**src/rtl/dmem_arbiter.sv**
```systemverilog
// dmem_arbiter
// Shares the single-port data memory between the CPU MEM stage and the NoC
// network-interface port. The CPU has fixed priority. A starvation counter
// forces a NoC grant once the NoC has been refused NOC_MAX_WAIT times.
//
// Ports:
//   CLK, RESET            clock, asynchronous active-low reset
//   CPU_*                 MEM-stage load/store request; CPU_BUSYWAIT stalls the pipeline
//   NOC_*                 NI request; NOC_READDATA registered, NOC_ACK one-cycle pulse
//   MEM_*                 data memory strobes, address, data and busy handshake
//   DBG_STATE             current FSM state (0 idle, 1 cpu access, 2 noc access)
//   DBG_WAIT_CNT          current NoC starvation counter
//
// Handshake: a requester is pending while its READ or WRITE is high, and it
// holds address, data and type stable until told it is done. For the CPU,
// "done" is the cycle in which CPU_BUSYWAIT is low. For the NI, it is the
// NOC_ACK cycle. Memory side: a strobe stays high until a cycle with
// MEM_BUSYWAIT low, and that cycle completes the access.
module dmem_arbiter #(
  parameter int ADDR_WIDTH     = 32,
  parameter int DATA_WIDTH     = 32,
  parameter int NOC_MAX_WAIT   = 8,
  parameter int WAIT_CNT_WIDTH = 4
) (
  input  logic                      CLK,
  input  logic                      RESET,
  input  logic                      CPU_READ,
  input  logic                      CPU_WRITE,
  input  logic [ADDR_WIDTH-1:0]     CPU_ADDR,
  input  logic [DATA_WIDTH-1:0]     CPU_WRITEDATA,
  output logic [DATA_WIDTH-1:0]     CPU_READDATA,
  output logic                      CPU_BUSYWAIT,
  input  logic                      NOC_READ,
  input  logic                      NOC_WRITE,
  input  logic [ADDR_WIDTH-1:0]     NOC_ADDR,
  input  logic [DATA_WIDTH-1:0]     NOC_WRITEDATA,
  output logic [DATA_WIDTH-1:0]     NOC_READDATA,
  output logic                      NOC_ACK,
  output logic                      MEM_READ,
  output logic                      MEM_WRITE,
  output logic [ADDR_WIDTH-1:0]     MEM_ADDR,
  output logic [DATA_WIDTH-1:0]     MEM_WRITEDATA,
  input  logic [DATA_WIDTH-1:0]     MEM_READDATA,
  input  logic                      MEM_BUSYWAIT,
  output logic [1:0]                DBG_STATE,
  output logic [WAIT_CNT_WIDTH-1:0] DBG_WAIT_CNT
);

  typedef enum logic [1:0] {
    IDLE    = 2'd0,
    CPU_ACC = 2'd1,
    NOC_ACC = 2'd2
  } state_t;

  localparam logic [WAIT_CNT_WIDTH-1:0] MAX_WAIT = WAIT_CNT_WIDTH'(NOC_MAX_WAIT);

  state_t                    state, next_state;
  logic [WAIT_CNT_WIDTH-1:0] wait_cnt;
  logic [ADDR_WIDTH-1:0]     lat_addr;
  logic [DATA_WIDTH-1:0]     lat_wdata;
  logic                      lat_wr;
  logic                      cpu_pend, noc_pend;
  logic                      grant_cpu, grant_noc;
  logic                      noc_done;

  assign cpu_pend  = CPU_READ | CPU_WRITE;
  assign noc_pend  = NOC_READ | NOC_WRITE;
  assign grant_cpu = (state == IDLE) && (next_state == CPU_ACC);
  assign grant_noc = (state == IDLE) && (next_state == NOC_ACC);
  assign noc_done  = (state == NOC_ACC) && !MEM_BUSYWAIT;

  // State register
  always_ff @(posedge CLK or negedge RESET) begin
    if (!RESET) state <= IDLE;
    else        state <= next_state;
  end

  // Next-state logic. Arbitration happens only in IDLE, so every access is
  // preceded by at least one strobe-low cycle.
  always_comb begin
    next_state = state;
    case (state)
      IDLE: begin
        if (noc_pend && (wait_cnt == MAX_WAIT)) next_state = NOC_ACC;
        else if (cpu_pend)                      next_state = CPU_ACC;
        else if (noc_pend)                      next_state = NOC_ACC;
        else                                    next_state = IDLE;
      end
      CPU_ACC, NOC_ACC: begin
        if (!MEM_BUSYWAIT) next_state = IDLE;
      end
      default: next_state = IDLE;
    endcase
  end

  // Access latches. The memory side only ever sees these, so a requester that
  // changes or drops its inputs mid-access cannot disturb the access.
  // READ and WRITE both high counts as a write.
  always_ff @(posedge CLK or negedge RESET) begin
    if (!RESET) begin
      lat_addr  <= '0;
      lat_wdata <= '0;
      lat_wr    <= 1'b0;
    end else if (grant_cpu) begin
      lat_addr  <= CPU_ADDR;
      lat_wdata <= CPU_WRITEDATA;
      lat_wr    <= CPU_WRITE;
    end else if (grant_noc) begin
      lat_addr  <= NOC_ADDR;
      lat_wdata <= NOC_WRITEDATA;
      lat_wr    <= NOC_WRITE;
    end
  end

  // Starvation counter: counts refused NoC cycles and saturates. The clear on
  // the grant edge takes precedence over the increment.
  always_ff @(posedge CLK or negedge RESET) begin
    if (!RESET) begin
      wait_cnt <= '0;
    end else if (grant_noc) begin
      wait_cnt <= '0;
    end else if (noc_pend && (state != NOC_ACC) && (wait_cnt != MAX_WAIT)) begin
      wait_cnt <= wait_cnt + 1'b1;
    end
  end

  // NoC completion: capture read data (reads only) and pulse ACK next cycle.
  always_ff @(posedge CLK or negedge RESET) begin
    if (!RESET) begin
      NOC_READDATA <= '0;
      NOC_ACK      <= 1'b0;
    end else begin
      NOC_ACK <= noc_done;
      if (noc_done && !lat_wr) NOC_READDATA <= MEM_READDATA;
    end
  end

  // Output logic
  always_comb begin
    MEM_READ     = 1'b0;
    MEM_WRITE    = 1'b0;
    CPU_BUSYWAIT = 1'b0;
    if ((state == CPU_ACC) || (state == NOC_ACC)) begin
      MEM_READ  = !lat_wr;
      MEM_WRITE = lat_wr;
    end
    CPU_BUSYWAIT = cpu_pend && !((state == CPU_ACC) && !MEM_BUSYWAIT);
  end

  assign MEM_ADDR      = lat_addr;
  assign MEM_WRITEDATA = lat_wdata;
  assign CPU_READDATA  = MEM_READDATA;
  assign DBG_STATE     = state;
  assign DBG_WAIT_CNT  = wait_cnt;

endmodule
```
**config.mk**
```make
export PLATFORM = sky130hd
export DESIGN_NAME = dmem_arbiter
export DESIGN_NICKNAME = d
export VERILOG_FILES = /design/src/rtl/dmem_arbiter.sv
export SDC_FILE = /design/constraint.sdc
export NUM_CORES = 1
export LEC_CHECK = 0
export CAP_MARGIN = 20
export CORE_MARGIN = 1.5
export CORE_UTILIZATION = 38
export CTS_CLUSTER_DIAMETER = 100
export DETAILED_ROUTE_END_ITERATION = 10
export GPL_TIMING_DRIVEN = 1
export PLACE_DENSITY_LB_ADDON = 0.25
export SYNTH_ARGS = -nofsm -noshare
export SYNTH_HDL_FRONTEND = slang
export SYNTH_SLANG_ARGS = --single-unit
```
**constraint.sdc**
```tcl
create_clock -name CLK -period 2.4 [get_ports CLK]
set_input_delay 0.6 -clock CLK [delete_from_list [all_inputs] [get_ports CLK]]
set_output_delay 0.6 -clock CLK [all_outputs]
set_load 0.02 [all_outputs]
```
==> results.py <==
metrics = {
    "synth": {
        "synth_cells": 510,
        "synth_cell_types": 35,
        "avgSynthCellArea_um2": 10.2,
        "ys_seq_area_share_pct": 50.3,
        "synth_nets": 683,
        "synth_top_area_share_pct": 50.3,
        "yosysTopAreaCell": "dfrtp_1",
        "ys.warnings.count": 0,
        "ys_ff_latch": 104,
        "synth_area_leaders": "dfrtp_1 50%, inv_1 14%, a222oi_1 12%",
        "syn_area_um2": 5180,
    },
    "worst_setup_path": {
        "critPathArrivalTime_ns": 1.73,
        "startpoint_type": "input port",
        "cp_common_cell": "clkdlybuf4s50_1",
        "path_depth": 2,
        "worst_path_largest_cell_delay_ns": 0.61,
        "crit_chain": "clkdlybuf4s50_1 -> clkdlybuf4s50_1",
        "cpLargestDelayFamily": "buffers and inverters",
        "slowest_stage": "clkdlybuf4s50_1",
        "crit_buf_inv": 2,
        "crit_path_end_kind": "primary output",
        "cp.required_ns": 1.80,
        "crit_type": "in2out",
        "critPathMaxFanout": 2,
        "reg2regPathDepth": 8,
    },
    "floorplanning": {
        "core_area_um2": 13300,
        "initial_utilization_pct": 39.0,
        "die_x_um": 120,
        "ioPinCount": 305,
        "rows": 42,
        "die-area_um2": 14300,
        "die_h_um": 120,
    },
    "sta": {
        "fmax_mhz": 430,
        "fin_crit_sh_pct": 97.0,
        "finalSetupViolCount": 0,
        "worst_slew_pin_slew_ns": 0.512,
        "finClkSkew_ns": 0.00510,
        "rsz0062_at_grt": "no",
        "finalHoldViolCount": 0,
        "max-slew-margin-rel_pct": 65.9,
        "timing.final.crit_period_ns": 2.33,
        "slew_viol_final": 0,
    },
    "clock_tree": {
        "tritoncts": "yes",
        "clkTransAtPathRegs_ns": 0.06,
        "numCtsBuffers": 9,
        "root_buffer": "clkbuf_16",
        "clock_sinks": 104,
        "cts_buffer_depth": 2,
        "clk_latency_ns": 0.34,
        "htree_levels": 3,
    },
    "global_routing": {
        "grt.total_usage_pct": 21.4,
        "antenna_found_initial": 0,
        "grt_pass1_wl_mm": 24.2,
        "grt_pass1_vias": 4799,
        "grt_max_degree": 48,
        "overflow": 0,
    },
    "placement": {
        "gp_congestion": 0.814,
        "hpwl_mm": 11.9,
        "io_buffers": 304,
        "place_inst": 952,
    },
    "final_layout": {
        "nFillCells": 1070,
        "layout.cells.non_filler": 967,
        "diodes": 0,
        "drive_above_1_share_pct": 7.21,
        "multi_input_area_um2": 1440,
        "regArea_um2": 2600,
        "syn2layout_area_growth_pct": 64.8,
        "final_nets": 960,
        "final_common_cell": "clkdlybuf4s50_1",
        "final_cell_mix": "300 x clkdlybuf4s50_1, 200 x inv_1, 104 x dfrtp_1",
    },
    "pwr": {
        "power.leakage_nw": 4.32,
        "combPwrFrac_pct": 56.4,
        "totalPowerFinal_w": 0.0101,
        "power_density_nw_per_um2": 1180,
        "switching_share_pct": 39.8,
        "intPower_w": 0.00607,
        "pwr-share-seq_pct": 30.4,
        "p_clk_share_pct": 13.2,
        "power_switching_w": 0.00401,
        "vdd_drop_max_v": 0.000634,
    },
    "route": {
        "drc": 0,
        "postRouteAntennaNets": 0,
        "wl_per_cell_um": 15.9,
        "firstDrtPassIters": 9,
        "viasPerCell": 4.85,
        "drt-total-wl_mm": 15.4,
        "drt-initial-drc-count": 450,
        "vias": 4686,
    },
    "hold_path": {
        "hold_class": "in2async",
    },
    "flow_run": {
        "cap_violations": 0,
    },
    "status": {
        "status": "completed",
    },
}
-- final timing paths --
| kind | from | endpoint | slack [ns] |
|---|---|---|---|
| max | MEM_READDATA[1] | CPU_READDATA[1] | 0.07 |
| min | RESET | MEM_WRITEDATA[19]$_DFFE_PN0P_ | 0.22 |
| max reg2reg | DBG_STATE[0]$_DFF_PN0_ | MEM_WRITEDATA[16]$_DFFE_PN0P_ | 0.35 |
| min reg2reg | NOC_READDATA[6]$_DFFE_PN0P_ | NOC_READDATA[6]$_DFFE_PN0P_ | 0.49 |
| max in group asynchronous | RESET | NOC_READDATA[10]$_DFFE_PN0P_ | 1.51 |
| min in group CLK | NOC_READDATA[6]$_DFFE_PN0P_ | NOC_READDATA[6]$_DFFE_PN0P_ | 0.49 |
-- flip-flops by register name (all words and copies together), names as in the netlist --
| signal | cells |
|---|---|
| DBG_STATE | 2 |
| DBG_WAIT_CNT | 4 |
| MEM_ADDR | 32 |
| MEM_WRITEDATA | 32 |
| NOC_ACK | 1 |
| NOC_READDATA | 32 |
| lat_wr | 1 |
-- what timing repair did --
item,CTS,global route
hold buffers,0,0
gates resized for setup,3,0
setup buffers,0,0
endpoints found under the setup margin,3,0
-- layer usage --
layer  global-route usage, %  vias to the layer above  share of wire (%)
met5                       0                        -                  0
li1                        -                     2177                  -
met4                    10.2                        0                3.0
met1                    23.5                     2246                 37
met2                    40.0                      233                 53
met3                    3.42                       30                6.5
-- worst register-to-register path, cell delays in order (launching register included) --
cell and delay, ns:
dfrtp_1 0.35, inv_1 0.08, ha_1 0.32, buf_4 0.15
nand3_1 0.12, nand2b_1 0.20, a21oi_4 0.10, buf_12 0.18
a222oi_1 0.42
-- synth_stat cells, drive strengths merged --
cell and count:
nor4 1, nor4b 1, mux2 32, o21a 1, nor2b 3, a221o 1
ha 6, nand2b 1, and3b 1, o22ai 1, o21bai 2, a21oi 4
a211oi 1, o21ai 1, or2 2, nor3 1, and2 2, dfrtp 104
xnor2 3, a222oi 64, nand3 4, nand3b 1, buf 56, mux2i 2
o211ai 4, inv 200, a221oi 1, nand2 3, nor2 7
-- through the flow --
step	util [%]	hold slack, ns	setup slack, ns	TNS [ns]	area [µm²]
2_1_floorplan	-	0.304	0.383	0	5180
3_3_place_gp	62.2	0.469	-0.0701	-0.380	8280
3_5_place_dp	62.2	0.478	-0.0869	-3.17	8280
4_1_cts	64.2	0.233	0.0548	0	8540
5_1_grt	64.2	0.258	0.0420	0	8540
6_report	64.2	0.223	0.0728	0	8540
-- kinds of logic after synthesis --
| kind of cell | synth area share, % |
|---|---|
| AOI/OAI and AO/OA | 14.9 |
| xor gates and xnor gates | 0.507 |
| adders and majority gates | 1.45 |
| buffers and inverters | 22.4 |
| DFF | 50.3 |
| muxes | 7.34 |
| and+or+nand+nor | 3.17 |
-- power by group through the flow --
stage	sequential, W	combinational, W	clock (W)
6_report	0.00306	0.00569	0.00133
5_1_grt	0.00317	0.00607	0.00142
4_1_cts	0.00307	0.00574	0.00136
3_5_place_dp	0.00309	0.00575	0
3_3_place_gp	0.00306	0.00560	0
2_1_floorplan	0.00405	0.00209	0
-- final cells by class --
class                      count  area share, %
inverter                     200           8.80
timing repair buffer         322           38.2
clock inverter                 5          0.410
tap                          176           2.58
sequential                   104           30.5
multi-input combinational    150           16.9
clock buffer                  10           2.68
(Power assumes the default switching activity.)
